[config.mk]
export PLATFORM = sky130hd
export DESIGN_NAME = flipper_mem_read_arbiter
export DESIGN_NICKNAME = d
export VERILOG_FILES = /design/src/rtl/flipper_axi_pkg.sv /design/src/rtl/flipper_rr_picker.sv /design/src/rtl/flipper_mem_read_arbiter.sv
export SDC_FILE = /design/constraint.sdc
export NUM_CORES = 1
export LEC_CHECK = 0
export ABC_AREA = 1
export BUFFER_PORTS_ARGS = -buffer_cell sky130_fd_sc_hd__buf_2
export CORE_AREA = 2 2 184 186
export CTS_CLUSTER_SIZE = 20
export DETAILED_ROUTE_END_ITERATION = 16
export DIE_AREA = 0 0 186 188
export GPL_TIMING_DRIVEN = 0
export PLACE_DENSITY_LB_ADDON = 0.25
export SLEW_MARGIN = 20
export SYNTH_ARGS = -nofsm -noshare
export SYNTH_HDL_FRONTEND = slang
export SYNTH_SLANG_ARGS = --single-unit
export TNS_END_PERCENT = 1
[constraint.sdc]
create_clock -name clk -period 2.4 [get_ports clk]
set_clock_uncertainty 0.1 [all_clocks]
set_input_delay 0.24 -clock clk [delete_from_list [all_inputs] [get_ports clk]]
set_output_delay 0.24 -clock clk [all_outputs]
set_load 0.03 [all_outputs]
[src/rtl/flipper_axi_pkg.sv]
// Shared AXI read-side constants and the read-arbiter state encoding for the
// Flipper memory interface blocks.
package flipper_axi_pkg;

  localparam logic [1:0] AXI_BURST_INCR = 2'b01;
  localparam logic [2:0] AXI_SIZE_16B   = 3'b100;
  localparam logic [1:0] AXI_RESP_OKAY  = 2'b00;

  typedef enum logic [1:0] {
    ARB_IDLE,
    ARB_ADDR,
    ARB_DATA
  } arb_state_e;

endpackage

[src/rtl/flipper_rr_picker.sv]
// Combinational round-robin find-first: lowest index at or after ptr
// (modulo NUM_REQ) whose valid bit is set.
module flipper_rr_picker #(
  parameter int NUM_REQ = 4,
  parameter int IDX_W   = $clog2(NUM_REQ)
) (
  input  logic [NUM_REQ-1:0] valid,
  input  logic [IDX_W-1:0]   ptr,
  output logic [NUM_REQ-1:0] onehot,
  output logic [IDX_W-1:0]   idx,
  output logic               any
);

  logic [IDX_W-1:0] j;

  // Scan from the farthest candidate back toward ptr so the nearest one wins.
  always_comb begin
    onehot = '0;
    idx    = '0;
    any    = 1'b0;
    j      = '0;
    for (int k = NUM_REQ - 1; k >= 0; k--) begin
      j = IDX_W'((int'(ptr) + k) % NUM_REQ);
      if (valid[j]) begin
        onehot    = '0;
        onehot[j] = 1'b1;
        idx       = j;
        any       = 1'b1;
      end
    end
  end

endmodule

[src/rtl/flipper_mem_read_arbiter.sv]
// Round-robin share of the single AXI Interface A read master among NUM_REQ
// fetch engines; one burst in flight, R channel steered to the granted engine.
module flipper_mem_read_arbiter
  import flipper_axi_pkg::*;
#(
  parameter int NUM_REQ = 4,
  parameter int ADDR_W  = 32
) (
  input  logic                             clk,
  input  logic                             reset,
  input  logic [NUM_REQ-1:0]               req_valid,
  input  logic [NUM_REQ-1:0][ADDR_W-1:0]   req_addr,
  input  logic [NUM_REQ-1:0][3:0]          req_len,
  output logic [NUM_REQ-1:0]               req_ready,
  output logic [127:0]                     rsp_data,
  output logic [NUM_REQ-1:0]               rsp_valid,
  output logic                             rsp_last,
  output logic                             rsp_err,
  input  logic [NUM_REQ-1:0]               rsp_ready,
  output logic [ADDR_W-1:0]                araddrm_a,
  output logic [1:0]                       arburstm_a,
  output logic [3:0]                       arlenm_a,
  output logic [2:0]                       arsizem_a,
  output logic                             arvalidm_a,
  input  logic                             arreadym_a,
  input  logic [127:0]                     rdatam_a,
  input  logic [1:0]                       rrespm_a,
  input  logic                             rlastm_a,
  input  logic                             rvalidm_a,
  output logic                             rreadym_a
);

  localparam int IDX_W = $clog2(NUM_REQ);

  arb_state_e         state;
  logic [IDX_W-1:0]   rr_ptr;
  logic [IDX_W-1:0]   grant;
  logic [3:0]         beat_cnt;
  logic               len_mismatch;

  logic [NUM_REQ-1:0] pick_onehot;
  logic [IDX_W-1:0]   pick_idx;
  logic               pick_any;
  logic               in_data;
  logic               r_hs;

  flipper_rr_picker #(.NUM_REQ(NUM_REQ), .IDX_W(IDX_W)) u_picker (
    .valid  (req_valid),
    .ptr    (rr_ptr),
    .onehot (pick_onehot),
    .idx    (pick_idx),
    .any    (pick_any)
  );

  assign in_data    = (state == ARB_DATA);
  assign req_ready  = (state == ARB_IDLE) ? pick_onehot : '0;
  assign arburstm_a = AXI_BURST_INCR;
  assign arsizem_a  = AXI_SIZE_16B;

  // R channel is a pure pass-through to the granted requester.
  assign rsp_data  = rdatam_a;
  assign rsp_last  = rlastm_a;
  assign rsp_err   = (rrespm_a != AXI_RESP_OKAY);
  assign rreadym_a = in_data & rsp_ready[grant];
  assign r_hs      = rvalidm_a & rreadym_a;

  always_comb begin
    rsp_valid = '0;
    if (in_data) rsp_valid[grant] = rvalidm_a;
  end

  always_ff @(posedge clk) begin
    if (reset) begin
      state        <= ARB_IDLE;
      rr_ptr       <= '0;
      grant        <= '0;
      beat_cnt     <= '0;
      len_mismatch <= 1'b0;
      araddrm_a    <= '0;
      arlenm_a     <= '0;
      arvalidm_a   <= 1'b0;
    end else begin
      case (state)
        ARB_IDLE: begin
          if (pick_any) begin
            araddrm_a  <= {req_addr[pick_idx][ADDR_W-1:4], 4'b0000};
            arlenm_a   <= req_len[pick_idx];
            beat_cnt   <= req_len[pick_idx];
            grant      <= pick_idx;
            arvalidm_a <= 1'b1;
            state      <= ARB_ADDR;
          end
        end
        ARB_ADDR: begin
          if (arreadym_a) begin
            arvalidm_a <= 1'b0;
            state      <= ARB_DATA;
          end
        end
        ARB_DATA: begin
          if (r_hs) begin
            beat_cnt <= beat_cnt - 4'd1;
            // Sticky debug flag; the burst still ends on rlastm_a.
            if (rlastm_a != (beat_cnt == 4'd0)) len_mismatch <= 1'b1;
            if (rlastm_a) begin
              state  <= ARB_IDLE;
              rr_ptr <= (grant == IDX_W'(NUM_REQ - 1)) ? '0 : grant + IDX_W'(1);
            end
          end
        end
        default: state <= ARB_IDLE;
      endcase
    end
  end

endmodule

==> impl_metrics.py <==
metrics = {
    "status": {
        "status": "complete, no violations",
    },
    "clock_tree": {
        "cts_hold_buf": 0,
        "cts_tree": "done",
        "h-tree-depth": 2,
        "clkLatencyLatePin_ns": 0.30,
        "clockBufferDepth": 2,
        "root_buffer": "clkbuf_16",
        "clock-sinks": 39,
        "path_clk_slew_ns": 0.08,
        "cts_made_buffers": 5,
    },
    "synth": {
        "yosys.area.top_type": "buf_4",
        "yosys-top-cells-area": "buf_4 25%, dfxtp_1 18%, nand2_1 14%",
        "synth_area_sq_mm": 0.00429,
        "ys.warnings.count": 0,
        "seq_area_frac_synth": 0.182,
        "yosysUniqueCellTypes": 25,
        "ys_ff_latch": 39,
        "netlist.area_leader.share": 0.250,
        "syn_avg_cell_area_sq_um": 5.98,
        "postSynthCellCount": 718,
    },
    "timing": {
        "tightest_slew_ns": 0.723,
        "setup_viol": 0,
        "rsz0062_at_grt": "no",
        "fin_crit_ns": 2.28,
        "slew_headroom": 0.518,
        "fin_ws_ns": 0.119,
        "maxSlewViolCount": 0,
        "fmax_ghz": 0.438,
        "period_share": 0.950,
        "finalHoldViolCount": 0,
    },
    "finish": {
        "final_cell_count_no_fill": 1502,
        "nNetsFinal": 1351,
        "area_growth_pct": 60.4,
        "layout-drive-gt1-share": 0.507,
        "final_util": 0.208,
        "fin_area_sq_mm": 0.00688,
        "diodes": 0,
    },
    "placed_design": {
        "numPlacedInstances": 1487,
        "gp_congestion": 0.778,
        "numPortBuffers": 314,
        "hpwl_mm": 17.0,
        "placed_area_sq_mm": 0.00646,
        "pre_cts_slack_ns": -0.702,
    },
    "detailed_routing": {
        "ant_nets": 0,
        "vias": 5320,
        "firstDrtPassIters": 4,
        "via_per_inst": 3.54,
        "drt-initial-drc-count": 152,
        "drc": 0,
        "wirelength_mm": 20.8,
        "routedWlPerCell_microns": 13.9,
    },
    "global_routing": {
        "grt_use_met2": 0.200,
        "met1_usage": 0.142,
        "grt_pass1_vias": 4920,
        "use_met3": 0.0202,
        "grt_most_used_layer": "met2",
        "grt_pass1_wl_mm": 29.0,
        "grt_overflow_total": 0,
        "grt_usage": 0.113,
        "antenna_found_initial": 0,
        "grt_max_degree": 13,
    },
    "critical_path": {
        "worstSetupPathType": "flip-flop to output pin",
        "critPathCaptureType": "output pin",
        "worstPathRequired_ns": 2.06,
        "critPathMaxFanout": 9,
        "crit_arrival_ns": 1.94,
        "cp-start-kind": "flip-flop",
    },
    "power_and_ir_drop": {
        "ir_drop_mv": 0.232,
        "power_density_mw_per_mm2": 457,
        "power.total_uw": 3150,
        "power.leakage_uw": 0.00397,
    },
    "hold_path": {
        "hold_class": "primary input to flip-flop",
    },
    "floorplan": {
        "coreArea_sq_mm": 0.0331,
        "die_y_microns": 188,
        "die_area_sq_mm": 0.0350,
        "ioPinCount": 468,
        "die_x_microns": 186,
        "initial_core_util": 0.130,
        "std_cell_rows": 67,
    },
    "run": {
        "maxCapViolCount": 0,
    },
}
where the power goes:
part / internal, uW / switching [uW]
combinational: 614 / 1030
sequential: 737 / 51.4
clock: 386 / 332
total: 1740 / 1410
path summary, 6_finish.rpt:
check                                      to  depth (start not counted)  slack (ns)           from
worst min-delay path            araddrm_a[15]                          3        0.05  req_addr[111]
worst min register to register     arvalidm_a                          2        0.38     arvalidm_a
worst max-delay path             req_ready[1]                         10        0.12      rr_ptr[0]
worst max register to register   araddrm_a[5]                         17        0.14      rr_ptr[0]
through the flow:
stage	setup TNS [ns]	hold WS [ns]
floorplan	0	0.276
detailed placement	-18.49	0.373
CTS	-0.0243	0.0450
global placement	-18.45	0.366
global route	0	0.0649
finish	0	0.0527
metal layers:
layer  vias to the layer above  routed length (microns)  part of all wire
met2                       245                    10300              0.49
met1                      2331                     9050              0.43
met5                         -                        0                 0
li1                       2731                        -                 -
met3                        13                     1280             0.061
met4                         0                      210             0.010
Yosys cell counts:
| library cell | instances |
|---|---|
| a211oi_1 | 2 |
| a21oi_1 | 26 |
| a22oi_1 | 1 |
| buf_1 | 1 |
| buf_2 | 13 |
| buf_4 | 143 |
| buf_6 | 5 |
| clkbuf_1 | 6 |
| conb_1 | 2 |
| dfxtp_1 | 39 |
| ha_1 | 11 |
| inv_1 | 84 |
| inv_2 | 6 |
| nand2_1 | 164 |
| nand2_2 | 7 |
| nand3_1 | 93 |
| nand3b_1 | 17 |
| nand4_1 | 1 |
| nor2_1 | 83 |
| nor2_2 | 1 |
| o211ai_1 | 1 |
| o21ai_0 | 7 |
| o221ai_1 | 2 |
| o22ai_1 | 1 |
| or2_2 | 2 |
what timing repair did:
action	in CTS	in global routing
pin swaps	0	5
buffers inserted	2	5
endpoints found under the setup margin	40	37
hold endpoints to repair	0	0
resized for setup	33	41
cells in the final DEF, fill, tap and decap left out, drive strengths merged, types with 7 or more instances in the layout:
cell type | synthesis | routed
clkbuf | 6 | 13
o21ai | 7 | 7
inv | 90 | 90
ha | 11 | 11
buf | 162 | 482
nand2 | 171 | 171
nor2 | 84 | 84
a21oi | 26 | 26
nand3 | 93 | 93
nand3b | 17 | 17
conb | 2 | 9
dfxtp | 39 | 39
flip-flops by register name (all words and copies together) (netlist names):
register	cells
grant	2
rr_ptr	2
araddrm_a	28
arvalidm_a	1
arlenm_a	4
state	2
worst max-delay path, cell delays in order (launching register included):
cell and delay [ns]:
dfxtp_4 0.38, inv_6 0.06, ha_4 0.25, inv_2 0.06, nand3_2 0.09, nand2_2 0.11, inv_4 0.06, or2_2 0.28
a21oi_2 0.13, a211oi_2 0.05, buf_4 0.17
cell type report:
| cell class | count | area (sq um) |
|---|---|---|
| plain buffers | 168 | 1300 |
| clock buffers | 6 | 129 |
| clock inverters | 2 | 12.5 |
| fillers | 3823 | 26200 |
| inverters | 90 | 353 |
| multi-input cells | 428 | 2100 |
| flip-flops and latches | 39 | 788 |
| well taps | 448 | 561 |
| repair buffers | 321 | 1640 |
logic make-up after synthesis:
group	share of synthesized area
simple gates	0.370
compound gates	0.0510
other cells	0.00175
buf+inv	0.363
fa+ha+maj	0.0321
flops	0.182
Note: power is estimated with default switching activity, not from simulation.
